File: config.mk
export PLATFORM = sky130hd
export DESIGN_NAME = memu
export DESIGN_NICKNAME = d
export VERILOG_FILES = /design/src/rtl/memu_pkg.sv /design/src/rtl/memu_align.sv /design/src/rtl/memu.sv
export SDC_FILE = /design/constraint.sdc
export NUM_CORES = 1
export LEC_CHECK = 0
export BUFFER_PORTS_ARGS = -buffer_cell sky130_fd_sc_hd__buf_2
export CORE_AREA = 4 4 83 163
export DETAILED_ROUTE_END_ITERATION = 6
export DIE_AREA = 0 0 87 167
export PLACE_DENSITY = 0.73
export RECOVER_POWER = 100
export SYNTH_ARGS = -nofsm -noshare
export SYNTH_HDL_FRONTEND = slang
export SYNTH_SLANG_ARGS = --single-unit
File: constraint.sdc
create_clock -name clk -period 2.7 [get_ports clk]
set_clock_uncertainty 0.05 [all_clocks]
set_input_delay 0.54 -clock clk [delete_from_list [all_inputs] [get_ports clk]]
set_output_delay 0.54 -clock clk [all_outputs]
set_load 0.02 [all_outputs]
File: src/rtl/memu_pkg.sv
// Shared types for the memory access unit: funct3 size codes, FSM states and
// the small decode helpers used by memu and memu_align.
package memu_pkg;

    localparam logic [2:0] MEM_B  = 3'b000;
    localparam logic [2:0] MEM_H  = 3'b001;
    localparam logic [2:0] MEM_W  = 3'b010;
    localparam logic [2:0] MEM_BU = 3'b100;
    localparam logic [2:0] MEM_HU = 3'b101;

    typedef enum logic [1:0] {
        MEMU_IDLE = 2'd0,
        MEMU_REQ  = 2'd1,
        MEMU_RESP = 2'd2,
        MEMU_DONE = 2'd3
    } memu_state_e;

    typedef enum logic [1:0] {
        SZ_B = 2'd0,
        SZ_H = 2'd1,
        SZ_W = 2'd2
    } mem_size_e;

    // Reserved codes (011, 110, 111) land in the word bucket.
    function automatic mem_size_e size_of(input logic [2:0] funct3);
        case (funct3[1:0])
            2'b00:   return SZ_B;
            2'b01:   return SZ_H;
            default: return SZ_W;
        endcase
    endfunction

    function automatic logic [1:0] mask_lo(input mem_size_e sz, input logic [1:0] a);
        case (sz)
            SZ_B:    return a;
            SZ_H:    return {a[1], 1'b0};
            default: return 2'b00;
        endcase
    endfunction

endpackage

File: src/rtl/memu_align.sv
// Byte-lane steering: store strobes/replicated data from (funct3, a[1:0], valB)
// and the extended load value from (funct3, a[1:0], rdata). Purely combinational.
module memu_align
    import memu_pkg::*;
#(
    parameter int WIDTH = 32
) (
    input  logic [2:0]       funct3,
    input  logic [1:0]       a_lo,
    input  logic [WIDTH-1:0] val_b,
    input  logic [WIDTH-1:0] rdata,
    output logic [3:0]       wstrb,
    output logic [WIDTH-1:0] wdata,
    output logic [WIDTH-1:0] val_m
);

    logic [WIDTH-1:0] rsh;
    logic             sext;

    always_comb begin
        rsh   = rdata >> {a_lo, 3'b000};
        sext  = ~funct3[2];
        wstrb = 4'b0000;
        wdata = '0;
        val_m = '0;
        case (size_of(funct3))
            SZ_B: begin
                wstrb = 4'b0001 << a_lo;
                wdata = {4{val_b[7:0]}};
                val_m = {{24{sext & rsh[7]}}, rsh[7:0]};
            end
            SZ_H: begin
                wstrb = 4'b0011 << a_lo;
                wdata = {2{val_b[15:0]}};
                val_m = {{16{sext & rsh[15]}}, rsh[15:0]};
            end
            default: begin
                wstrb = 4'b1111;
                wdata = val_b;
                val_m = rdata;
            end
        endcase
    end

endmodule

File: src/rtl/memu.sv
// Multi-cycle load/store unit: IDLE -> REQ -> RESP -> DONE over a valid/ready bus.
// Optional MEMU_MISALIGN_TRAP_EN turns misaligned H/W accesses into a bus-less trap.
module memu
    import memu_pkg::*;
#(
    parameter int WIDTH = 32
) (
    input  logic             clk,
    input  logic             rst_n,
    input  logic             CTRL_i_start,
    input  logic             CTRL_i_mem_wr,
    input  logic [2:0]       CTRL_i_funct3,
    input  logic [WIDTH-1:0] EXU_i_valE,
    input  logic [WIDTH-1:0] IDU_i_valB,
    output logic             MEMU_o_req_valid,
    input  logic             MEMU_i_req_ready,
    output logic [WIDTH-1:0] MEMU_o_addr,
    output logic             MEMU_o_we,
    output logic [3:0]       MEMU_o_wstrb,
    output logic [WIDTH-1:0] MEMU_o_wdata,
    input  logic             MEMU_i_rsp_valid,
    input  logic [WIDTH-1:0] MEMU_i_rdata,
    output logic             MEMU_o_rsp_ready,
    output logic [WIDTH-1:0] MEMU_o_valM,
    output logic             MEMU_o_done,
    output logic             MEMU_o_busy,
    output logic             MEMU_o_misalign,
    output logic [1:0]       MEMU_o_dbg_state
);

    // Bus handshake: a beat transfers on any rising edge where valid && ready;
    // request fields hold steady from the cycle after start until that beat.

    memu_state_e      state_q, state_d;
    logic [WIDTH-1:0] addr_q, addr_d;
    logic [1:0]       a_lo_q, a_lo_d;
    logic [2:0]       funct3_q, funct3_d;
    logic             we_q, we_d;
    logic [3:0]       wstrb_q, wstrb_d;
    logic [WIDTH-1:0] wdata_q, wdata_d;
    logic [WIDTH-1:0] valm_q, valm_d;

    mem_size_e        in_sz;
    logic [1:0]       in_lo;
    logic [2:0]       al_funct3;
    logic [1:0]       al_lo;
    logic [3:0]       al_wstrb;
    logic [WIDTH-1:0] al_wdata;
    logic [WIDTH-1:0] al_valm;

    // In IDLE the aligner sees the incoming request; afterwards it sees the latched one.
    always_comb begin
        in_sz     = size_of(CTRL_i_funct3);
        in_lo     = mask_lo(in_sz, EXU_i_valE[1:0]);
        al_funct3 = (state_q == MEMU_IDLE) ? CTRL_i_funct3 : funct3_q;
        al_lo     = (state_q == MEMU_IDLE) ? in_lo : a_lo_q;
    end

    memu_align #(.WIDTH(WIDTH)) u_align (
        .funct3 (al_funct3),
        .a_lo   (al_lo),
        .val_b  (IDU_i_valB),
        .rdata  (MEMU_i_rdata),
        .wstrb  (al_wstrb),
        .wdata  (al_wdata),
        .val_m  (al_valm)
    );

`ifdef MEMU_MISALIGN_TRAP_EN
    logic mis_q, mis_d;
    logic in_mis;
    always_comb begin
        in_mis = ((in_sz == SZ_H) && EXU_i_valE[0]) ||
                 ((in_sz == SZ_W) && (EXU_i_valE[1:0] != 2'b00));
    end
`endif

    always_comb begin
        state_d  = state_q;
        addr_d   = addr_q;
        a_lo_d   = a_lo_q;
        funct3_d = funct3_q;
        we_d     = we_q;
        wstrb_d  = wstrb_q;
        wdata_d  = wdata_q;
        valm_d   = valm_q;
`ifdef MEMU_MISALIGN_TRAP_EN
        mis_d    = mis_q;
`endif
        case (state_q)
            MEMU_IDLE: begin
                if (CTRL_i_start) begin
                    addr_d   = {EXU_i_valE[WIDTH-1:2], 2'b00};
                    a_lo_d   = in_lo;
                    funct3_d = CTRL_i_funct3;
                    we_d     = CTRL_i_mem_wr;
                    wstrb_d  = al_wstrb;
                    wdata_d  = al_wdata;
                    state_d  = MEMU_REQ;
`ifdef MEMU_MISALIGN_TRAP_EN
                    mis_d    = in_mis;
                    if (in_mis) begin
                        wstrb_d = 4'b0000;
                        state_d = MEMU_DONE;
                    end
`endif
                end
            end
            MEMU_REQ: begin
                if (MEMU_i_req_ready) state_d = MEMU_RESP;
            end
            MEMU_RESP: begin
                if (MEMU_i_rsp_valid) begin
                    if (!we_q) valm_d = al_valm;
                    state_d = MEMU_DONE;
                end
            end
            default: begin
                state_d = MEMU_IDLE;
`ifdef MEMU_MISALIGN_TRAP_EN
                mis_d   = 1'b0;
`endif
            end
        endcase
    end

    always_ff @(posedge clk or negedge rst_n) begin
        if (!rst_n) begin
            state_q  <= MEMU_IDLE;
            addr_q   <= '0;
            a_lo_q   <= 2'b00;
            funct3_q <= 3'b000;
            we_q     <= 1'b0;
            wstrb_q  <= 4'b0000;
            wdata_q  <= '0;
            valm_q   <= '0;
`ifdef MEMU_MISALIGN_TRAP_EN
            mis_q    <= 1'b0;
`endif
        end else begin
            state_q  <= state_d;
            addr_q   <= addr_d;
            a_lo_q   <= a_lo_d;
            funct3_q <= funct3_d;
            we_q     <= we_d;
            wstrb_q  <= wstrb_d;
            wdata_q  <= wdata_d;
            valm_q   <= valm_d;
`ifdef MEMU_MISALIGN_TRAP_EN
            mis_q    <= mis_d;
`endif
        end
    end

    assign MEMU_o_req_valid = (state_q == MEMU_REQ);
    assign MEMU_o_rsp_ready = (state_q == MEMU_RESP);
    assign MEMU_o_done      = (state_q == MEMU_DONE);
    assign MEMU_o_busy      = (state_q != MEMU_IDLE);
    assign MEMU_o_addr      = addr_q;
    assign MEMU_o_we        = we_q;
    assign MEMU_o_wstrb     = wstrb_q;
    assign MEMU_o_wdata     = wdata_q;
    assign MEMU_o_valM      = valm_q;
    assign MEMU_o_dbg_state = state_q;
`ifdef MEMU_MISALIGN_TRAP_EN
    assign MEMU_o_misalign  = (state_q == MEMU_DONE) && mis_q;
`else
    assign MEMU_o_misalign  = 1'b0;
`endif

endmodule

==> metrics.csv <==
stage,metric,value,unit
route,drc,0,
timing,tightest_slew,1180,ps
clock_tree,cts_tree,built,
pwr,irDropWorstVdd,0.000626,V
route,drt-total-wl,16500,microns
die,rows,57,
timing,holdWs,316,ps
route,viasPerCell,5.64,
pwr,power,8.88,mW
die,start_util,44.5,%
placement,place_area,6630,sq um
timing,fin_crit,2460,ps
grt,grt_pass1_vias,5153,
clock_tree,clock_latency,340,ps
worst_setup_path,crit_type,reg -> reg,
timing,maxSlewHeadroom,21.3,%
synth,netlist_area,5420,sq um
clock_tree,hold_buffers,0,
cells_and_area,stdcell_area,6680,sq um
placement,hpwlAfterDp,12900,microns
route,dr.pass1.iters,5,
placement,port_buffers,209,
grt,grt_usage,23.1,%
timing,final.setup.worst_slack,242,ps
worst_setup_path,path_cells,inv_1 > ha_2 > buf_4 > nor2b_2 > nor2_8 > o32ai_4 > nand2_4 > a31oi_1,
timing,slew_violations,0,
die,die_area,14500,sq um
cells_and_area,final_cell_mix,"111 x clkbuf_1, 106 x dfrtp_1, 103 x buf_2",
die,dieHeight,167,microns
clock_tree,ctsResizeCount,0,
cells_and_area,ff_latch_area,2650,sq um
pwr,power.density,1330,nW/um^2
cells_and_area,final_nets,808,
run,cap_violations,0,
placement,place.gp.congestion,0.886,
route,wl_per_cell,19.4,microns
route,drt_iter0_markers,189,
timing,hold_viol,0,
synth,syn_avg_cell_area,11.0,sq um
clock_tree,cts_root_buffer,clkbuf_16,
hold_path,hp-class,in -> async,
synth,ys_async_sr_fraction,100,%
synth,yosysWarnings,0,
worst_setup_path,cp_num_buf_inv,2,
clock_tree,clk_pin_slew,80,ps
synth,syn_inst,495,
clock_tree,clockBufferDepth,2,
clock_tree,ctsHtreeMaxLevel,3,
timing,max_freq,0.407,GHz
pwr,p_leak,2.95,nW
synth,synth-main-ff-cell,dfrtp_1,
cells_and_area,nFillCells,1170,
cells_and_area,multi_input_area,2480,sq um
clock_tree,cts_setup_buffers,0,
synth,synth_edf_count,0,
worst_setup_path,crit_slowest_cell,dfrtp_1,
timing,min_period_over_period,91.0,%
worst_setup_path,cp-start-kind,flip-flop,
synth,netlist-cell-type-count,49,
cells_and_area,drive_above_1_share,29.1,%
worst_setup_path,worstPathArrival,2660,ps
worst_setup_path,worstPathMaxFanout,17,
grt,grt_pass1_wl,26100,microns
run_status,outcome,"finished, final reports clean",
die,die_x,87,microns
worst_setup_path,cp-end-kind,flip-flop,
worst_setup_path,r2r_start,MEMU_o_dbg_state[0],
cells_and_area,area_growth,23.2,%
clock_tree,cts_num_sinks,106,
route,ant_nets,0,
placement,dp_slack,165,ps
worst_setup_path,max_stage_delay,410,ps
timing,tns,0,ps
cells_and_area,final_common_cell,clkbuf_1,
grt,grt_max_degree,50,
timing,report.final.setup_viol,0,
die,coreArea,12200,sq um
worst_setup_path,path_delay_family,simple AND/OR/NAND/NOR gates,
route,vias,4814,
die,io_pins,213,
clock_tree,cts_buffers,9,
synth,ys_ff_latch,106,
timing,rsz0062_at_grt,no,
worst_setup_path,crit_required,2900,ps
grt,antenna_found_initial,2,
grt,overflow,0,
worst_setup_path,cp-startpoint,MEMU_o_dbg_state[0],
synth,synth-seq-area-share,48.9,%
-- path summary, 6_finish.rpt --
path | end | slack [ps] | depth (start not counted)
worst max register to register | MEMU_o_valM[27] | 240 | 8
min in group clk | MEMU_o_addr[26] | 370 | 2
worst min-delay path | MEMU_o_addr[21] | 320 | 1
worst max-delay path | MEMU_o_valM[27] | 240 | 8
max in group asynchronous | MEMU_o_wdata[12] | 550 | 2
worst min register to register | MEMU_o_wdata[13] | 430 | 2
-- worst register-to-register path, cell delays in order (launching register included) --
cell and delay (ps):
dfrtp_1 410, inv_1 100, ha_2 270, buf_4 180, nor2b_2 330, nor2_8 130, o32ai_4 400, nand2_4 240
a31oi_1 250
-- state kept, by name, summed over array words and instances (netlist names) --
name              count
MEMU_o_addr          30
MEMU_o_wstrb          4
MEMU_o_valM          32
funct3_q              3
MEMU_o_wdata         32
MEMU_o_we             1
a_lo_q                2
MEMU_o_dbg_state      2
-- routing by layer --
layer	vias to the layer above	global-route usage (%)	wire (microns)
li1	2230	-	-
met1	2291	23.5	5420
met2	231	41.6	9030
met3	62	4.50	1120
met4	0	14.1	945
met5	-	0	0
-- cell families (layout without fill, tap and decap cells) --
logic type | after synthesis | in the layout | synth area share (%)
buffers and inverters | 44 | 251 | 4.43
multiplexers | 67 | 67 | 13.7
AO/OA/AOI/OAI | 163 | 163 | 21.9
adder cells (fa/ha/maj) | 4 | 4 | 0.923
other | 1 | 5 | 0.0692
AND/OR/NAND/NOR | 110 | 110 | 10.0
flip-flops | 106 | 106 | 48.9
-- synth_stat cells (2+ instances only) --
| master | n | area, sq um |
|---|---|---|
| inv_1 | 6 | 22.5 |
| mux2i_1 | 17 | 170 |
| buf_4 | 6 | 45.0 |
| a222oi_1 | 11 | 110 |
| o21ai_0 | 58 | 290 |
| a21oi_1 | 34 | 170 |
| a21oi_2 | 2 | 17.5 |
| dfrtp_1 | 106 | 2650 |
| a31oi_1 | 7 | 43.8 |
| nand3b_1 | 2 | 15.0 |
| o22ai_1 | 20 | 125 |
| mux2_2 | 49 | 552 |
| clkbuf_1 | 15 | 56.3 |
| nor3_1 | 6 | 30.0 |
| nor2_1 | 11 | 41.3 |
| a2bb2oi_1 | 4 | 35.0 |
| nand3_1 | 16 | 80.1 |
| nand2b_1 | 5 | 31.3 |
| ha_1 | 4 | 50.1 |
| a211oi_1 | 2 | 15.0 |
| nand2_1 | 58 | 218 |
| nor2b_1 | 2 | 12.5 |
| a31oi_4 | 10 | 213 |
| a22oi_1 | 2 | 15.0 |
| o311ai_0 | 2 | 17.5 |
| a21o_1 | 4 | 30.0 |
| buf_2 | 14 | 70.1 |
-- report_power, final --
group | leakage [nW] | internal (mW) | switching, mW
combinational | 1.54 | 1.66 | 3.10
sequential | 1.27 | 2.38 | 0.461
clock | 0.138 | 0.649 | 0.630
-- metrics by stage --
step / util [%] / instances
6_report: 54.8 / 853
5_1_grt: 54.8 / 853
4_1_cts: 56.7 / 851
3_5_place_dp: 54.4 / 835
3_3_place_gp: 54.4 / 835
2_1_floorplan: - / 497
-- final cells by class --
cell class | count | share of cell area [%]
Inverter | 6 | 0.337
Tap cell | 147 | 2.75
Timing Repair Buffer | 229 | 15.8
Multi-Input combinational cell | 347 | 37.1
Antenna cell | 2 | 0.0749
Sequential cell | 106 | 39.7
Clock inverter | 6 | 0.843
Clock buffer | 10 | 3.43
Power figures use the tool's default switching activity.
